**src/rtl/settings_bus_master.sv**
```systemverilog
// settings_bus_master
// Converts 64-bit command words into settings-bus transactions.
//   bit[63]=0 : write  -> one-cycle set_stb with registered set_addr/set_data
//   bit[63]=1 : read   -> rb_stb, wait RB_LATENCY cycles, sample rb_data and
//                         return it on the o_t* response stream
// Build option: define SETTINGS_BUS_MASTER_READBACK_EN to build the readback
// path. Without it, read commands are consumed and flagged on error_stb, and
// all readback/response outputs are tied to zero.
module settings_bus_master #(
  parameter int AWIDTH     = 8,
  parameter int RB_LATENCY = 1
) (
  input  logic              clk,
  input  logic              reset_n,
  input  logic [63:0]       i_tdata,
  input  logic              i_tlast,
  input  logic              i_tvalid,
  output logic              i_tready,
  output logic              set_stb,
  output logic [AWIDTH-1:0] set_addr,
  output logic [31:0]       set_data,
  output logic              rb_stb,
  output logic [AWIDTH-1:0] rb_addr,
  input  logic [63:0]       rb_data,
  output logic [63:0]       o_tdata,
  output logic              o_tlast,
  output logic              o_tvalid,
  input  logic              o_tready,
  output logic              error_stb
);

  localparam logic [3:0] RB_LAT_C = 4'(RB_LATENCY);

`ifdef SETTINGS_BUS_MASTER_READBACK_EN
  typedef enum logic [1:0] {
    IDLE    = 2'd0,
    WRITE   = 2'd1,
    RB_WAIT = 2'd2,
    RESP    = 2'd3
  } state_e;
`else
  // WRITE doubles as the one-cycle slot for the error pulse of a read.
  typedef enum logic [1:0] {
    IDLE  = 2'd0,
    WRITE = 2'd1
  } state_e;
`endif

  state_e            state_q, state_d;
  logic              i_tready_q, i_tready_d;
  logic              set_stb_q, set_stb_d;
  logic [AWIDTH-1:0] set_addr_q, set_addr_d;
  logic [31:0]       set_data_q, set_data_d;
  logic              error_stb_q, error_stb_d;
  logic              accept_s;
  logic              unused_s;

  assign accept_s = i_tvalid && i_tready_q;

`ifdef SETTINGS_BUS_MASTER_READBACK_EN
  logic              rb_stb_q, rb_stb_d;
  logic [AWIDTH-1:0] rb_addr_q, rb_addr_d;
  logic              cmd_tlast_q, cmd_tlast_d;
  logic [3:0]        cnt_q, cnt_d;
  logic [63:0]       o_tdata_q, o_tdata_d;
  logic              o_tlast_q, o_tlast_d;
  logic              o_tvalid_q, o_tvalid_d;

  assign rb_stb   = rb_stb_q;
  assign rb_addr  = rb_addr_q;
  assign o_tdata  = o_tdata_q;
  assign o_tlast  = o_tlast_q;
  assign o_tvalid = o_tvalid_q;
  assign unused_s = ^{i_tdata[62:32]};
`else
  assign rb_stb   = 1'b0;
  assign rb_addr  = {AWIDTH{1'b0}};
  assign o_tdata  = 64'd0;
  assign o_tlast  = 1'b0;
  assign o_tvalid = 1'b0;
  assign unused_s = ^{i_tdata[62:32], i_tlast, rb_data, o_tready, RB_LAT_C};
`endif

  assign i_tready  = i_tready_q;
  assign set_stb   = set_stb_q;
  assign set_addr  = set_addr_q;
  assign set_data  = set_data_q;
  assign error_stb = error_stb_q;

  // Next-state and next-output logic; every registered output is computed here
  always_comb begin
    state_d     = state_q;
    i_tready_d  = 1'b0;
    set_stb_d   = 1'b0;
    set_addr_d  = set_addr_q;
    set_data_d  = set_data_q;
    error_stb_d = 1'b0;
`ifdef SETTINGS_BUS_MASTER_READBACK_EN
    rb_stb_d    = 1'b0;
    rb_addr_d   = rb_addr_q;
    cmd_tlast_d = cmd_tlast_q;
    cnt_d       = cnt_q;
    o_tdata_d   = o_tdata_q;
    o_tlast_d   = o_tlast_q;
    o_tvalid_d  = o_tvalid_q;
`endif
    case (state_q)
      IDLE: begin
        if (accept_s && i_tdata[63]) begin
`ifdef SETTINGS_BUS_MASTER_READBACK_EN
          state_d     = RB_WAIT;
          rb_stb_d    = 1'b1;
          rb_addr_d   = i_tdata[32 +: AWIDTH];
          cmd_tlast_d = i_tlast;
          cnt_d       = 4'd0;
`else
          state_d     = WRITE;
          error_stb_d = 1'b1;
`endif
        end else if (accept_s) begin
          state_d    = WRITE;
          set_stb_d  = 1'b1;
          set_addr_d = i_tdata[32 +: AWIDTH];
          set_data_d = i_tdata[31:0];
        end else begin
          i_tready_d = 1'b1;
        end
      end
      WRITE: begin
        state_d    = IDLE;
        i_tready_d = 1'b1;
      end
`ifdef SETTINGS_BUS_MASTER_READBACK_EN
      RB_WAIT: begin
        // cnt_q counts cycles since the rb_stb cycle (which has cnt_q == 0)
        if (cnt_q == RB_LAT_C) begin
          state_d    = RESP;
          o_tdata_d  = rb_data;
          o_tlast_d  = cmd_tlast_q;
          o_tvalid_d = 1'b1;
        end else begin
          cnt_d = cnt_q + 4'd1;
        end
      end
      RESP: begin
        if (o_tready) begin
          state_d    = IDLE;
          o_tvalid_d = 1'b0;
          i_tready_d = 1'b1;
        end else begin
          state_d = RESP;
        end
      end
`endif
      default: begin
        state_d = IDLE;
      end
    endcase
  end

  // State register
  always_ff @(posedge clk or negedge reset_n) begin
    if (!reset_n) begin
      state_q <= IDLE;
    end else begin
      state_q <= state_d;
    end
  end

  // Registered command-side and write-side outputs
  always_ff @(posedge clk or negedge reset_n) begin
    if (!reset_n) begin
      i_tready_q  <= 1'b0;
      set_stb_q   <= 1'b0;
      set_addr_q  <= {AWIDTH{1'b0}};
      set_data_q  <= 32'd0;
      error_stb_q <= 1'b0;
    end else begin
      i_tready_q  <= i_tready_d;
      set_stb_q   <= set_stb_d;
      set_addr_q  <= set_addr_d;
      set_data_q  <= set_data_d;
      error_stb_q <= error_stb_d;
    end
  end

`ifdef SETTINGS_BUS_MASTER_READBACK_EN
  // Registered readback request and response outputs
  always_ff @(posedge clk or negedge reset_n) begin
    if (!reset_n) begin
      rb_stb_q    <= 1'b0;
      rb_addr_q   <= {AWIDTH{1'b0}};
      cmd_tlast_q <= 1'b0;
      cnt_q       <= 4'd0;
      o_tdata_q   <= 64'd0;
      o_tlast_q   <= 1'b0;
      o_tvalid_q  <= 1'b0;
    end else begin
      rb_stb_q    <= rb_stb_d;
      rb_addr_q   <= rb_addr_d;
      cmd_tlast_q <= cmd_tlast_d;
      cnt_q       <= cnt_d;
      o_tdata_q   <= o_tdata_d;
      o_tlast_q   <= o_tlast_d;
      o_tvalid_q  <= o_tvalid_d;
    end
  end
`endif

endmodule

```
**config.mk**
```make
export PLATFORM = sky130hd
export DESIGN_NAME = settings_bus_master
export DESIGN_NICKNAME = d
export VERILOG_FILES = /design/src/rtl/settings_bus_master.sv
export SDC_FILE = /design/constraint.sdc
export NUM_CORES = 1
export LEC_CHECK = 0
export CAP_MARGIN = 25
export CORE_AREA = 3 3 98 100
export CTS_BUF_LIST = sky130_fd_sc_hd__clkbuf_16
export CTS_CLUSTER_SIZE = 20
export DETAILED_ROUTE_END_ITERATION = 10
export DIE_AREA = 0 0 101 103
export GPL_ROUTABILITY_DRIVEN = 0
export GPL_TIMING_DRIVEN = 0
export PLACE_DENSITY = 0.74
export SYNTH_ARGS = -nofsm -noshare
export SYNTH_HDL_FRONTEND = slang
export SYNTH_SLANG_ARGS = --single-unit
```
**constraint.sdc**
```tcl
create_clock -name clk -period 2.6 [get_ports clk]
set_clock_uncertainty 0.15 [all_clocks]
set_input_delay 0.52 -clock clk [delete_from_list [all_inputs] [get_ports clk]]
set_output_delay 0.52 -clock clk [all_outputs]
set_load 0.02 [all_outputs]
```
==> After elaboration in Yosys (flattened, before gate mapping) <==
Cells that the tools add are included.
{ "totals": {"wordCells": 24, "memories": 0, "mem_bits_rw": 0, "rom_bits": 0, "input_bits": 133, "register_bits": 45, "latchBits": 0, "output_inout_bits": 118} }
{ "op_classes": {"n_lt_le_gt_ge": 0, "n_div": 0, "n_mul": 0, "eq_ne": 2, "shifts": 0, "addsub": 0, "n_reduce_logical": 4, "muxes": 11, "bitwise_logic": 1} }
{ "op_table": {"columns": ["cell", "count"], "rows": [
  ["1-bit 2-to-1 mux", 7],
  ["2-bit 2-to-1 mux", 3],
  ["3-bit inequality test (second input constant)", 1],
  ["3-bit AND reduction", 1],
  ["2-bit by 1-bit equality test with 1-bit output (second input constant)", 1],
  ["1-bit logical AND", 2],
  ["2-bit logical NOT", 1],
  ["1-bit one-hot mux with 2 select lines", 1],
  ["1-bit NOT", 1]
]} }

==> Logic depth before layout (Yosys ltp) <==
Gate-level depths: netlist of the first run.
{ "depth": {"ltp_word": 4, "mapped_depth": 4, "depth_no_buf": 2} }

==> Worst setup path after synthesis of the first run <==
OpenSTA, ideal clock, no wires.
{ "synth_path": {"path_type": "input to register", "from": "input port i_tdata[63]", "to": "register set_addr_q[0] (netlist: set_addr[0])", "path_buffers": 2, "slack_ps": 971, "stages": 4, "setup_ps": 125, "arrival_ps": 1354, "required_ps": 2325, "path_cell_list": "and4bb_1 -> buf_6 -> buf_12 -> mux2_4"} }
{ "synth_between": {"elab_chain_cells": 3} }
{ "synth_lines": {"columns": ["item", "line", "rtl"], "rows": [
  ["start, declared", "15", "input logic [63:0] i_tdata,"],
  ["1-bit logical AND", "109", "if (accept_s && i_tdata[63]) begin"],
  ["1-bit NOT (no line)", null, null],
  ["3-bit AND reduction (no line)", null, null],
  ["end signal, assigned", "175", "set_addr_q <= {AWIDTH{1'b0}};"],
  ["end signal, assigned", "181", "set_addr_q <= set_addr_d;"],
  ["end, declared", "52", "logic [AWIDTH-1:0] set_addr_q, set_addr_d;"]
]} }
No other way between the ends.
A chain may end at the register's enable or synchronous reset.

==> Final worst setup path of the first run <==
{ "layout_path": {"from": "register set_data_q[9] (netlist: set_data[9])", "to": "output port set_data[9]"} }
{ "layout_rtl": {"columns": ["item", "line", "rtl"], "rows": [
  ["start, declared", "53", "logic [31:0] set_data_q, set_data_d;"],
  ["start signal, assigned", "182", "set_data_q <= set_data_d;"],
  ["end, declared", "21", "output logic [31:0] set_data,"]
]} }
No word-level cell between the ends.

==> results of run 1 <==
## stage by stage
| step | utilization | setup TNS [ps] |
|---|---|---|
| after floorplan | - | 0 |
| after global placement | 0.4178 | -16630 |
| after detailed placement | 0.4195 | 0 |
| after CTS | 0.4390 | 0 |
| after global routing | 0.4390 | 0 |
| final | 0.4390 | 0 |
## cells in the mapped netlist
| cell type | count |
|---|---|
| buf_4 | 75 |
| and4bb_1 | 1 |
| buf_6 | 1 |
| mux2_4 | 39 |
| inv_1 | 2 |
| nand3b_1 | 1 |
| dfrtp_1 | 44 |
| mux2_2 | 1 |
| conb_1 | 1 |
| nor2_1 | 1 |
| buf_12 | 4 |
## flip-flops by register name (all words and copies together), names as in the netlist
name / flops
i_tready: 1
set_addr: 8
set_stb: 1
set_data: 32
error_stb: 1
state_q: 1
## path summary, 6_finish.rpt
check	end	cells after the start	startpoint
max in group asynchronous	set_data[19]$_DFFE_PN0P_	2	reset_n
max	set_data[9]	1	set_data[9]$_DFFE_PN0P_
max reg2reg	set_data[3]$_DFFE_PN0P_	4	state_q[0]$_DFFE_PN0P_
min in group clk	set_data[25]$_DFFE_PN0P_	1	set_data[25]$_DFFE_PN0P_
min	set_addr[2]$_DFFE_PN0P_	1	reset_n
min reg2reg	set_data[25]$_DFFE_PN0P_	1	set_data[25]$_DFFE_PN0P_
## power by group
part	leakage, nW	total, mW	internal, mW	switching, mW
Combinational	1.34	1.17	0.663	0.506
Clock	0.0804	0.718	0.456	0.262
Sequential	0.521	0.968	0.860	0.108
## cell families after synthesis
family / share of synthesized area
buffers and inverters: 0.2773
DFF: 0.4612
muxes: 0.2500
other: 0.001571
and+or+nand+nor: 0.009957
## cell type report
type	instances	area, µm²
clock buffer	5	125.1
inverter	2	7.507
multi-input combinational	118	902.1
clock inverter	3	46.29
tap	108	135.1
buffer	80	654.4
sequential	44	1101
fill	795	4916
timing repair buffer	87	875.8
## layer usage
metal / track usage / vias up / share of wire
met5: 0 / - / 0
met4: 0.03681 / 0 / 0.0092
met3: 0.03045 / 2 / 0.11
met2: 0.1504 / 96 / 0.46
met1: 0.1220 / 682 / 0.42
li1: - / 737 / -
==> run_results.csv, run 1 <==
group,metric,value,unit
logic_synthesis,yosysUniqueCellTypes,11,
clocking,clockBufferDepth,2,
clocking,post_cts.repair.setup_buffers,0,
critical_path,cp_slowest_cell,"clkdlybuf4s50_1",
timing,rsz0062_at_grt,"false",
clocking,cts_resized,0,
logic_synthesis,synth-seq-area-share,0.4612,
finish,antenna_cells,0,
logic_synthesis,synth_area_leaders,"dfrtp_1 (46%), mux2_4 (25%), buf_4 (24%), buf_12 (3.4%), and4bb_1 (0.52%)",
global_routing,grt_max_degree,26,
run,drv_cap,0,
logic_synthesis,ys_warn_count,0,
timing,max_freq,508.0,MHz
pwr,powerDensity,741.9,nW/µm²
critical_path,slowest_delay,630,ps
global_routing,grt_pass1_wl,7583,µm
critical_path,cp_top_family,"buffers and inverters",
critical_path,crit_path_cell_trace,"clkdlybuf4s50_1",
logic_synthesis,syn_area,2387,µm²
clocking,ctsHoldBuffers,0,
clocking,clk_latency,280,ps
critical_path,cp-end-kind,"output pin",
timing,final.setup.worst_slack,631.3,ps
logic_synthesis,synth.avg_cell_area,14.04,µm²
pwr,peakVddDrop,0.0003489,V
routing,wl,5239,µm
global_routing,grt_pass1_vias,1511,
timing,finalMaxSlewViolations,0,
timing,setup_viol,0,
logic_synthesis,syn-instance-count,170,
clocking,clk_pin_slew,60,ps
die,die_w,101,µm
critical_path,path_max_fanout,2,
critical_path,worstSetupPathType,"reg -> out",
run_status,status,"completed",
routing,wire_per_inst,11.72,µm
critical_path,cp-start-kind,"flip-flop",
die,fp.dieH,103,µm
routing,first_pass_iters,3,
critical_path,r2r_slack,1070,ps
routing,drc,0,
routing,viasPerCell,3.394,
critical_path,critPathBufInv,1,
die,initial_utilization,0.2724,
logic_synthesis,synth-seq-cells,44,
logic_synthesis,yosys.area.top_type,"dfrtp_1",
routing,drt_first_iter_violations,18,
global_routing,grt-ovfl-total,0,
global_routing,antenna_found_initial,0,
pwr,power_leakage,1.943,nW
die,dieArea,10400,µm²
clocking,cts_tree,"done",
finish,area_delta_synth_final,61.16,%
finish,stdcell_count,447,
finish,final_cell_area,3847,µm²
timing,final-hold-violation-count,0,
placed_design,place_ws,457.9,ps
placed_design,post-dp-hpwl,4250,µm
logic_synthesis,yosysTopAreaCellShare,0.4612,
routing,ant_nets,0,
clocking,clockRootBuffer,"clkbuf_16",
finish,layout.cells.most_common,"clkdlybuf4s50_1",
placed_design,dpl.cell_count,439,
timing,holdWs,43.47,ps
clocking,cts_buffers,5,
die,std_cell_rows,34,
critical_path,cp.required,1930,ps
critical_path,arrival,1300,ps
clocking,htreeDepth,2,
clocking,cts_sinks,44,
global_routing,grt_util_all_layers,0.09531,
timing,min_period,1969,ps
finish,drive_above_1_share,0.3835,
die,core,8763,µm²
timing,min_period_over_period,0.7572,
placed_design,placed_area,3676,µm²
min_path,min_path_type,"in -> async",
pwr,p_total,2.854,mW
placed_design,io_buffers,86,
die,pin_count,251,
finish,nets,471,
finish,final_cell_mix,"clkdlybuf4s50_1 (85), buf_4 (75), conb_1 (75), dfrtp_1 (44), mux2_4 (39)",
routing,num_vias,1517,
No activity file was read; power rests on OpenSTA's default activity.
==> run 2, diff against run 1 <==
--- a/config.mk
+++ b/config.mk
@@ -6,14 +6,14 @@
 export NUM_CORES = 1
 export LEC_CHECK = 0
 export CAP_MARGIN = 25
-export CORE_AREA = 3 3 98 100
+export CORE_MARGIN = 3
+export CORE_UTILIZATION = 29
 export CTS_BUF_LIST = sky130_fd_sc_hd__clkbuf_16
 export CTS_CLUSTER_SIZE = 20
 export DETAILED_ROUTE_END_ITERATION = 10
-export DIE_AREA = 0 0 101 103
 export GPL_ROUTABILITY_DRIVEN = 0
 export GPL_TIMING_DRIVEN = 0
-export PLACE_DENSITY = 0.74
+export PLACE_DENSITY = 0.8
 export SYNTH_ARGS = -nofsm -noshare
 export SYNTH_HDL_FRONTEND = slang
 export SYNTH_SLANG_ARGS = --single-unit
==> constraint.sdc (replaced) <==
create_clock -name clk -period 1.95 [get_ports clk]
set_clock_uncertainty 0.15 [all_clocks]
set_input_delay 0.39 -clock clk [delete_from_list [all_inputs] [get_ports clk]]
set_output_delay 0.39 -clock clk [all_outputs]
set_load 0.02 [all_outputs]
==> run_results.csv, run 2 (synthesis gave the netlist of run 1 again) <==
group,metric,value,unit
pwr,internal_power,2.497,mW
min_path,holdPathStages,1,
routing,num_vias,1530,
finish,antenna_cells,0,
timing,min_period,1819,ps
routing,first_pass_iters,2,
min_path,min-delay-start,"set_data[5]$_DFFE_PN0P_",
pwr,p_switching,1.123,mW
die,std_cell_rows,32,
min_path,hold_end,"set_data[5]$_DFFE_PN0P_",
critical_path,r2r_slack,430,ps
routing,ant_nets,0,
global_routing,grt_pass1_wl,8045,µm
run_status,status,"completed",
pwr,clockPowerShare,0.215,
critical_path,slowest_delay,630,ps
run,drv_cap,0,
critical_path,path_max_fanout,2,
critical_path,crit_path_cell_trace,"clkdlybuf4s50_1",
pwr,peakVddDrop,0.0003782,V
clocking,cts_sinks,44,
placed_design,post-dp-hpwl,4084,µm
finish,nets,472,
placed_design,io_buffers,86,
die,fp.dieH,96.73,µm
routing,wire_per_inst,11.26,µm
min_path,min_path_type,"reg -> reg",
die,pin_count,251,
pwr,power_frac_comb,0.432,
critical_path,cp_top_family,"buffers and inverters",
finish,largest_reg_flops,32,
clocking,clk_pin_slew,60,ps
pwr,p_total,3.620,mW
global_routing,grt-ovfl-total,0,
clocking,clk_latency,270,ps
routing,drt_first_iter_violations,12,
finish,register_area,1101,µm²
routing,wl,4979,µm
finish,multi_input_area,902.1,µm²
die,dieArea,9357,µm²
pwr,power_leakage,1.938,nW
critical_path,r2r-start,"state_q[0]$_DFFE_PN0P_",
timing,final.setup.worst_slack,130.9,ps
critical_path,r2r_end,"set_addr[2]$_DFFE_PN0P_",
global_routing,antenna_found_initial,0,
timing,max_freq,549.7,MHz
global_routing,grt_util_all_layers,0.1067,
timing,min_period_over_period,0.9329,
finish,final_core_util,0.4864,
critical_path,cp-start-kind,"flip-flop",
timing,finalMaxSlewViolations,0,
pwr,switching_share,0.3103,
pwr,powerDensity,948.4,nW/µm²
critical_path,worstSetupPathType,"reg -> out",
critical_path,cp_slowest_cell,"clkdlybuf4s50_1",
clocking,htreeDepth,2,
die,core,7848,µm²
finish,nFillCells,724,
timing,rsz0062_at_grt,"false",
routing,drc,0,
finish,layout.cells.most_common,"clkdlybuf4s50_1",
critical_path,r2r_cells,4,
die,initial_utilization,0.3042,
clocking,cts_buffers,5,
clocking,clockRootBuffer,"clkbuf_16",
timing,setup_viol,0,
finish,area_delta_synth_final,59.91,%
clocking,cts_tree,"done",
global_routing,grt_max_degree,31,
finish,drive_above_1_share,0.3794,
clocking,post_cts.repair.setup_buffers,0,
timing,final-hold-violation-count,0,
placed_design,place_ws,-69.56,ps
routing,viasPerCell,3.462,
global_routing,grt_pass1_vias,1590,
critical_path,cp-end-kind,"output pin",
pwr,seqPwrFrac,0.353,
finish,final_cell_mix,"clkdlybuf4s50_1 (85), buf_4 (75), conb_1 (75), dfrtp_1 (44), mux2_4 (39)",
critical_path,arrival,1280,ps
die,die_w,96.73,µm
critical_path,critPathBufInv,1,
critical_path,cp.required,1410,ps
clocking,clockBufferDepth,2,
[run 2: cell count changes in the layout (fill, tap and decap cells not counted), sizes merged]
cell         previous run  this run
inv                     3         2
clkinv                  0         3
dlygate4sd3             0         1
clkinvlp                1         0
bufinv                  1         0
[run 2: timing repair]
action                     in CTS  in global routing
setup endpoints to repair       0                  0
hold endpoints to repair       14                  0
gates resized for setup         0                  0
hold buffers                    1                  0
[run 2: worst max path at each step]
stage,start,to,slack [ps],cells past startpoint
2_1_floorplan,i_tready$_DFF_PN0_,set_addr[0]$_DFFE_PN0P_,430,4
3_3_place_gp,reset_n,set_data[19]$_DFFE_PN0P_,-770,1
3_5_place_dp,i_tdata[63],set_data[21]$_DFFE_PN0P_,-70,5
4_1_cts,set_data[9]$_DFFE_PN0P_,set_data[9],110,1
5_1_grt,set_data[9]$_DFFE_PN0P_,set_data[9],70,1
6_report,set_data[7]$_DFFE_PN0P_,set_data[7],130,1
[run 2: cell type report]
class,count,area share
clock buffer,5,0.03278
clock inverter,3,0.003605
buffer,80,0.1714
timing repair buffer,88,0.2321
inverter,2,0.001967
multi-input combinational,118,0.2363
tap,102,0.03343
sequential,44,0.2884
[run 2: routing by layer]
metal / up-vias / GRT usage / wire length, µm
met5: - / 0 / 0
met4: 0 / 0.02268 / 28
met3: 4 / 0.04686 / 561
met2: 101 / 0.1730 / 2323
met1: 684 / 0.1318 / 2065
li1: 741 / - / -
[run 2: power by group through the flow]
stage               clock [mW]  sequential [mW]  combinational [mW]
global placement             0             1.28                1.54
floorplan                    0             1.57               0.629
detailed placement           0             1.29                1.57
CTS                      0.812             1.28                1.58
finish                   0.778             1.28                1.57
global route             0.862             1.31                1.64
[run 2: per-stage QoR]
step | cell area, µm² | hold slack [ps] | instances | TNS, ps
6_report | 3817 | 356.8 | 442 | 0
5_1_grt | 3817 | 368.7 | 442 | 0
4_1_cts | 3817 | 360.0 | 442 | 0
3_5_place_dp | 3669 | 182.6 | 433 | -2336
3_3_place_gp | 3654 | 339.4 | 432 | -35170
2_1_floorplan | 2665 | -55.59 | 244 | 0
